`src/rtl/regfile_pkg.sv`:
```
// Shared types and helpers for the multi-port register file: flush FSM states,
// address-width helper and the byte-lane merge used by both write and bypass paths.
package regfile_pkg;

    typedef enum logic {
        IDLE  = 1'b0,
        CLEAR = 1'b1
    } flush_state_e;

    localparam int unsigned MAX_DATA_W = 256;
    localparam int unsigned MAX_BE_W   = MAX_DATA_W / 8;

    function automatic int unsigned addr_w(input int unsigned n);
        return (n > 1) ? $clog2(n) : 1;
    endfunction

    // Operates at the widest supported width; callers extend and truncate.
    function automatic logic [MAX_DATA_W-1:0] byte_merge(
        input logic [MAX_DATA_W-1:0] old_v,
        input logic [MAX_DATA_W-1:0] new_v,
        input logic [MAX_BE_W-1:0]   be
    );
        logic [MAX_DATA_W-1:0] r;
        r = old_v;
        for (int unsigned b = 0; b < MAX_BE_W; b++) begin
            if (be[b]) r[b*8 +: 8] = new_v[b*8 +: 8];
        end
        return r;
    endfunction

endpackage

```
`src/rtl/reg_scoreboard.sv`:
```
// Pending-result bits for registers awaiting a multi-cycle result; a reservation
// beats a same-cycle clear, and register 0 can be held permanently not-pending.
module reg_scoreboard
    import regfile_pkg::*;
#(
    parameter int unsigned NUM_REGS = 32,
    parameter int unsigned NUM_RD   = 2,
    parameter int unsigned ZERO_REG = 1,
    parameter int unsigned AW       = addr_w(NUM_REGS)
) (
    input  logic                 clk,
    input  logic                 rst_n,
    input  logic                 set_en,
    input  logic [AW-1:0]        set_addr,
    input  logic                 clr_en,
    input  logic [AW-1:0]        clr_addr,
    input  logic                 flush_en,
    input  logic [AW-1:0]        flush_addr,
    input  logic [NUM_RD*AW-1:0] rd_addr,
    output logic [NUM_RD-1:0]    rd_pend
);

    logic [NUM_REGS-1:0] pend_q, pend_d;

    always_comb begin
        pend_d = pend_q;
        if (flush_en) pend_d[flush_addr] = 1'b0;
        if (clr_en)   pend_d[clr_addr]   = 1'b0;
        if (set_en)   pend_d[set_addr]   = 1'b1;
        if (ZERO_REG != 0) pend_d[0] = 1'b0;
    end

    always_ff @(posedge clk) begin
        if (!rst_n) pend_q <= '0;
        else        pend_q <= pend_d;
    end

    always_comb begin
        rd_pend = '0;
        for (int unsigned k = 0; k < NUM_RD; k++) begin
            logic [AW-1:0] a;
            a = rd_addr[k*AW +: AW];
            rd_pend[k] = pend_q[a] && !((ZERO_REG != 0) && (a == '0));
        end
    end

endmodule

```
`src/rtl/reg_file_mp.sv`:
```
// Parametrised multi-port register file with write bypass, byte enables,
// pending-result scoreboard and a sequenced one-register-per-cycle flush.
module reg_file_mp
    import regfile_pkg::*;
#(
    parameter  int unsigned DATA_W   = 32,
    parameter  int unsigned NUM_REGS = 32,
    parameter  int unsigned NUM_RD   = 2,
    parameter  int unsigned BYPASS   = 1,
    parameter  int unsigned ZERO_REG = 1,
    localparam int unsigned AW       = addr_w(NUM_REGS),
    localparam int unsigned BE_W     = DATA_W / 8
) (
    input  logic                     clk,
    input  logic                     rst_n,
    input  logic [NUM_RD*AW-1:0]     rd_addr,
    output logic [NUM_RD*DATA_W-1:0] rd_data,
    output logic [NUM_RD-1:0]        rd_busy,
    input  logic                     wr_en,
    input  logic [AW-1:0]            wr_addr,
    input  logic [BE_W-1:0]          wr_be,
    input  logic [DATA_W-1:0]        wr_data,
    input  logic                     rsv_en,
    input  logic [AW-1:0]            rsv_addr,
    input  logic                     clr_req,
    output logic                     clr_busy
);

    localparam logic [AW-1:0] LAST = AW'(NUM_REGS - 1);

    function automatic logic [DATA_W-1:0] merge(
        input logic [DATA_W-1:0] old_v,
        input logic [DATA_W-1:0] new_v,
        input logic [BE_W-1:0]   be
    );
        return DATA_W'(byte_merge(MAX_DATA_W'(old_v), MAX_DATA_W'(new_v), MAX_BE_W'(be)));
    endfunction

    flush_state_e                    state_q;
    logic [AW-1:0]                   cnt_q;
    logic                            clr_busy_q;
    logic [NUM_REGS-1:0][DATA_W-1:0] regs_q, regs_d;
    logic                            idle;
    logic                            wr_zero;
    logic                            wr_eff;
    logic                            rsv_eff;
    logic [DATA_W-1:0]               wr_merged;
    logic [NUM_RD-1:0]               pend_rd;

    assign idle      = (state_q == IDLE);
    assign wr_zero   = (ZERO_REG != 0) && (wr_addr == '0);
    assign wr_eff    = wr_en && idle && !wr_zero;
    assign rsv_eff   = rsv_en && idle;
    assign wr_merged = merge(regs_q[wr_addr], wr_data, wr_be);
    assign clr_busy  = clr_busy_q;

    always_comb begin
        regs_d = regs_q;
        if (!idle)       regs_d[cnt_q]   = '0;
        else if (wr_eff) regs_d[wr_addr] = wr_merged;
    end

    always_ff @(posedge clk) begin
        if (!rst_n) regs_q <= '0;
        else        regs_q <= regs_d;
    end

    always_ff @(posedge clk) begin
        if (!rst_n) begin
            state_q    <= IDLE;
            cnt_q      <= '0;
            clr_busy_q <= 1'b0;
        end else begin
            case (state_q)
                IDLE: begin
                    cnt_q <= '0;
                    if (clr_req) begin
                        state_q    <= CLEAR;
                        clr_busy_q <= 1'b1;
                    end
                end
                CLEAR: begin
                    cnt_q <= cnt_q + 1'b1;
                    if (cnt_q == LAST) begin
                        state_q    <= IDLE;
                        clr_busy_q <= 1'b0;
                    end
                end
                default: begin
                    state_q    <= IDLE;
                    clr_busy_q <= 1'b0;
                end
            endcase
        end
    end

    reg_scoreboard #(
        .NUM_REGS (NUM_REGS),
        .NUM_RD   (NUM_RD),
        .ZERO_REG (ZERO_REG),
        .AW       (AW)
    ) u_scoreboard (
        .clk        (clk),
        .rst_n      (rst_n),
        .set_en     (rsv_eff),
        .set_addr   (rsv_addr),
        .clr_en     (wr_en && idle),
        .clr_addr   (wr_addr),
        .flush_en   (!idle),
        .flush_addr (cnt_q),
        .rd_addr    (rd_addr),
        .rd_pend    (pend_rd)
    );

    // Bypass only forwards writes that will actually land, so nothing leaks during a flush.
    always_comb begin
        rd_data = '0;
        rd_busy = '0;
        for (int unsigned k = 0; k < NUM_RD; k++) begin
            logic [AW-1:0] a;
            logic          zero_k;
            logic          hit_k;
            a      = rd_addr[k*AW +: AW];
            zero_k = (ZERO_REG != 0) && (a == '0);
            hit_k  = (BYPASS != 0) && wr_eff && (wr_addr == a);
            if (zero_k)     rd_data[k*DATA_W +: DATA_W] = '0;
            else if (hit_k) rd_data[k*DATA_W +: DATA_W] = wr_merged;
            else            rd_data[k*DATA_W +: DATA_W] = regs_q[a];
            rd_busy[k] = pend_rd[k] && !hit_k;
        end
    end

endmodule

```
`config.mk`:
```
export PLATFORM = sky130hd
export DESIGN_NAME = reg_file_mp
export DESIGN_NICKNAME = d
export VERILOG_FILES = /design/src/rtl/regfile_pkg.sv /design/src/rtl/reg_scoreboard.sv /design/src/rtl/reg_file_mp.sv
export SDC_FILE = /design/constraint.sdc
export NUM_CORES = 2
export LEC_CHECK = 0
export BUFFER_PORTS_ARGS = -buffer_cell sky130_fd_sc_hd__buf_4
export CORE_UTILIZATION = 42
export DETAILED_ROUTE_END_ITERATION = 12
export PLACE_DENSITY = 0.67
export RECOVER_POWER = 100
export SYNTH_ARGS = -nofsm -noshare
export SYNTH_HDL_FRONTEND = slang
export SYNTH_SLANG_ARGS = --single-unit
```
`constraint.sdc`:
```
create_clock -name clk -period 5.32 [get_ports clk]
set_input_delay 0.532 -clock clk [delete_from_list [all_inputs] [get_ports clk]]
set_output_delay 0.532 -clock clk [all_outputs]
set_load 0.005 [all_outputs]
```
After elaboration in Yosys (flattened, before gate mapping)
Cells that the tools add are included.
{ "word_totals": {"elab_cells": 122, "ff_bits": 1063, "inputBits": 61, "output_inout_bits": 67} }
{ "op_classes": {"n_eq_ne": 5, "addsub": 1, "mux": 41, "n_reduce_logical": 22, "bitwise": 8, "magnitude_cmp": 8} }
{ "op_table": {"columns": ["op", "n"], "rows": [
  ["1024-bit two-way mux", 2],
  ["1024-bit bitwise AND", 1],
  ["1024-bit bitwise mux", 1],
  ["1024-bit inverter", 1],
  ["32-bit binary-select mux with 5-bit select", 3],
  ["32-bit two-way mux", 12],
  ["32-bit demux with 5-bit select", 2],
  ["32-bit bitwise AND", 2],
  ["32-bit inverter", 2],
  ["8-bit two-way mux", 4],
  ["32-bit OR", 1],
  ["5-bit by 6-bit less-than comparator with 1-bit output, second input constant", 5],
  ["1-bit demux with 5-bit select", 3],
  ["5-bit by 1-bit greater-or-equal comparator with 1-bit output, second input constant", 3],
  ["5-bit zero test", 3],
  ["1-bit logical AND", 12],
  ["1-bit binary-select mux with 5-bit select", 2],
  ["5-bit == test", 2],
  ["5-bit case mux with 2 select lines", 1],
  ["1-bit two-way mux", 9],
  ["5-bit by 1-bit adder with 5-bit output, second input constant", 1],
  ["5-bit == test, second input constant", 1],
  ["1-bit zero test", 5],
  ["1-bit case mux with 2 select lines", 2],
  ["other kinds (5)", 5]
]} }

Depth between registers and ports, before layout
{ "logic_depth": {"ltp_word": 11, "ltp_mapped": 13, "depth_no_buf": 7} }

Hierarchy
From an unflattened synthesis, not the netlist that was laid out.
{ "unflattened": {"hier_cells": 6183, "area_unflattened_um2": 59469.5} }
{ "modules_own_cells": {"columns": ["module", "instances", "cells_each", "area_per_inst_um2", "seq_area_each_um2"], "rows": [
  ["reg_file_mp", 1, 5938, 57186.1, 20639.8],
  ["reg_scoreboard", 1, 245, 2283.4, 620.6]
]} }

Worst setup path after synthesis
No wires, ideal clock.
{ "synth_path": {"path_type": "input-to-output", "start": "in rd_addr[5]", "end": "out rd_data[41]", "arrival_ps": 2730, "path_buffers": 3, "t_required_ps": 4788, "setup_slack_ps": 2058, "cell_stages": 7, "path_cell_list": "buf_2 buf_2 buf_1 mux4_2 mux4_2 a211oi_1 a21oi_1"} }
{ "synth_between": {"elab_chain_cells": 4, "elab_cells_between_ends": 7, "cone_classes": "eq/ne (1); mux (4); reduce/logical (2)"} }
{ "synth_rtl": {"columns": ["element", "line", "text"], "rows": [
  ["from (decl)", "reg_file_mp.sv:16", "input logic [NUM_RD*AW-1:0] rd_addr,"],
  ["32-bit binary-select mux with 5-bit select or 5-bit == test (tied branches)", "reg_file_mp.sv:128, reg_file_mp.sv:125", null],
  ["32-bit two-way mux (not written as such) or 1-bit logical AND (tied branches)", "reg_file_mp.sv:128, reg_file_mp.sv:125", null],
  ["32-bit two-way mux", "reg_file_mp.sv:127", "else if (hit_k) rd_data[k*DATA_W +: DATA_W] = wr_merged;"],
  ["32-bit two-way mux *", "reg_file_mp.sv:126", "if (zero_k) rd_data[k*DATA_W +: DATA_W] = '0;"],
  ["to (decl)", "reg_file_mp.sv:17", "output logic [NUM_RD*DATA_W-1:0] rd_data,"]
]} }
Every way passes the cells marked *; elsewhere a longest branch is shown, timed or not. The select of a mux whose other input is x is not followed.

Final worst setup path
{ "layout_path": {"start": "in rd_addr[8]", "end": "out rd_data[36]"} }
Same word-level chain as after synthesis.

==> results.sh <==
export IMPL_vias_in_the_first_global_route=51200
export IMPL_max_slew_margin_pct=-149
export IMPL_holdCritPathClass="input port to register"
export IMPL_pin_count=128
export IMPL_number_of_synthesized_flops_with_an_enable_pin=0
export IMPL_grt_start_max_net_pins=88
export IMPL_insertion_delay_ns=0.76
export IMPL_io_buffers=127
export IMPL_finalWorstPathRequiredPeriod_ns=5.26
export IMPL_post_synth_inst_count=5597
export IMPL_placed_cells=7174
export IMPL_number_of_buffers_added_by_the_clock_tree_synthesis_step=112
export IMPL_floorplan_die_area_um2=141000
export IMPL_placed_cell_area_um2=61500
export IMPL_holdBufCountCts=0
export IMPL_gp_congestion=0.979
export IMPL_timing_max_cap_violations=32
export IMPL_finalHoldViolCount=0
export IMPL_run_status="finished with violations"
export IMPL_grt_pass1_wl_mm=364
export IMPL_worst_slew_pin_transition_ns=3.73
export IMPL_globalRoute_totalOverflow=0
export IMPL_max_clock_skew_ns=0.0389
export IMPL_tritoncts="yes"
export IMPL_vdd_ir_drop_max_uv=285
export IMPL_initial_utilization_pct=42.5
export IMPL_detail_route_first_pass_iterations=9
export IMPL_rsz0062_at_grt="no"
export IMPL_synthesis_area_um2=58800
export IMPL_num_rows=136
export IMPL_final_instance_count_excl_fill=7406
export IMPL_synth_distinct_cells=75
export IMPL_highest_attainable_clock_frequency_mhz=190
export IMPL_synth_seq_area_share_pct=36.2
export IMPL_dpl_hpwl_mm=154
export IMPL_routed_wl_mm=256
export IMPL_setup_violations=0
export IMPL_flow_area_growth_from_synthesis_pct=10.8
export IMPL_ctsLongestPathBuffers=3
export IMPL_violations="capacitance limit, slew limit"
export IMPL_htree_num_levels=3
export IMPL_synth_async_reset_ratio_pct=0
export IMPL_synth_area_per_cell_um2=10.5
export IMPL_static_leakage_power_nw=22.4
export IMPL_synth_flop_cell="sky130_fd_sc_hd__dfxtp_1"
export IMPL_cts_resized_gates=0
export IMPL_ys_warnings_count=0
export IMPL_postSynthRegisterBits=1062
export IMPL_postSynthNetCount=5663
export IMPL_layout_cells_most_common_list="sky130_fd_sc_hd__dfxtp_1, sky130_fd_sc_hd__nand2_1, sky130_fd_sc_hd__o21ai_0"
export IMPL_critical_path_startpoint_type="input port"
export IMPL_largest_driver_fanout_on_the_critical_path=26
export IMPL_vias=53600
export IMPL_cellPowerDensity_nw_per_um2=284
export IMPL_timing_setup_tns_ns=0
export IMPL_die_width_um=376
export IMPL_ant_nets=0
export IMPL_clock_sinks=1062
export IMPL_drv_slew=769
export IMPL_critPathKind="input port to output pin"
export IMPL_chip_height_um=376
export IMPL_final_net_count=5491
export IMPL_type_of_element_capturing_the_critical_path="output pin"
export IMPL_drive_above_1_share_pct=23.3
export IMPL_post_cts_setup_driven_buffer_insertion_count=0
export IMPL_wl_per_cell_um=34.6
export IMPL_globalRouteTotalUtil_pct=35.4
export IMPL_layout_cells_most_common="sky130_fd_sc_hd__dfxtp_1"
export IMPL_stdcell_area_um2=65100
export IMPL_clkSlewWorstSetupHoldPaths_ns=0.06
export IMPL_report_power_total_mw=18.5
export IMPL_worstPathRequired_ns=4.79
export IMPL_cts_root_buf="sky130_fd_sc_hd__clkbuf_16"
export IMPL_antenna_found_initial=17
export IMPL_drt_first_iter_violations=9389
export IMPL_fin_hold_ws_ns=0.0584
export IMPL_finalCritPeriodShare_pct=98.8
export IMPL_vias_per_std_cell=7.24
export IMPL_drc_errors=0
export IMPL_placeableCoreArea_um2=138000
export IMPL_critical_path_arrival_ns=4.73
-- layout make-up --
class | count | area (um2)
well taps | 1863 | 2330
fillers | 12700 | 73000
flip-flops and latches | 1062 | 21300
multi-input cells | 3878 | 34900
clock inverters | 59 | 758
repair buffers | 337 | 2580
inverters | 34 | 133
clock buffers | 146 | 3140
diodes | 27 | 67.6
-- flip-flops by register name, summed over array words and instances, names as in the netlist --
| signal | flops |
|---|---|
| regs_q | 1024 |
| u_scoreboard.pend_q | 31 |
| cnt_q | 5 |
| clr_busy | 1 |
| state_q | 1 |
-- per-stage QoR --
stage	utilization (%)	setup slack [ns]
finish	47.1	0.0622
global route	47.1	0.362
CTS	47.4	0.891
detailed placement	44.5	0.906
global placement	44.5	0.867
floorplan	-	2.06
-- worst max-delay path: stages --
cell and delay, ns:
sky130_fd_sc_hd__buf_4 0.38, sky130_fd_sc_hd__nor2_1 0.23, sky130_fd_sc_hd__and3b_1 0.48, sky130_fd_sc_hd__nor2_2 1.79, sky130_fd_sc_hd__a211oi_1 0.21, sky130_fd_sc_hd__a21oi_1 0.72, sky130_fd_sc_hd__clkbuf_4 0.29
-- routing by layer --
metal | up-vias | share of wire [%] | track usage, %
met2 | 5271 | 42 | 51.1
met5 | - | 0.065 | 0.206
met1 | 26000 | 33 | 42.2
met3 | 1368 | 16 | 13.9
met4 | 12 | 8.7 | 27.5
li1 | 21000 | - | -
-- synth_stat cells (25+ instances only) --
cell type | count | area [um2]
sky130_fd_sc_hd__inv_1 | 31 | 116
sky130_fd_sc_hd__buf_1 | 43 | 161
sky130_fd_sc_hd__o21ai_1 | 57 | 285
sky130_fd_sc_hd__clkbuf_1 | 400 | 1500
sky130_fd_sc_hd__a221oi_1 | 26 | 228
sky130_fd_sc_hd__a22o_1 | 180 | 1580
sky130_fd_sc_hd__o21ai_0 | 759 | 3800
sky130_fd_sc_hd__a21oi_1 | 80 | 400
sky130_fd_sc_hd__a32o_1 | 53 | 531
sky130_fd_sc_hd__nand2_1 | 903 | 3390
sky130_fd_sc_hd__mux4_2 | 709 | 16000
sky130_fd_sc_hd__buf_2 | 153 | 766
sky130_fd_sc_hd__and2_1 | 70 | 438
sky130_fd_sc_hd__mux2i_1 | 331 | 3310
sky130_fd_sc_hd__o22ai_1 | 69 | 432
sky130_fd_sc_hd__dfxtp_1 | 1062 | 21300
sky130_fd_sc_hd__a22oi_1 | 159 | 1190
sky130_fd_sc_hd__nor2b_1 | 25 | 156
sky130_fd_sc_hd__nand3_1 | 35 | 175
sky130_fd_sc_hd__a211oi_1 | 59 | 443
sky130_fd_sc_hd__nor2_1 | 147 | 552
sky130_fd_sc_hd__nor4_1 | 32 | 200
-- power by group --
part           internal [mW]  switching, mW
combinational          0.550           1.42
clock                   4.93           3.55
sequential              7.99         0.0426
-- path summary, 6_finish.rpt --
path,start,slack [ns],cells past startpoint,end
worst min-delay path,clr_req,0.06,3,state_q
worst min register to register,regs_q[156],0.48,2,regs_q[156]
worst max register to register,cnt_q[3],0.25,4,regs_q[25]
worst max-delay path,rd_addr[8],0.06,7,rd_data[36]
-- logic make-up after synthesis --
group,count (synthesis),synth area share (%)
XOR/XNOR,10,0.149
AND/OR/NAND/NOR,1312,9.66
multiplexers,1054,33.1
flip-flops,1062,36.2
buffers and inverters,657,4.83
adder cells (fa/ha/maj),5,0.106
AO/OA/AOI/OAI,1497,16.0
Note: power is estimated with default switching activity, not from simulation.
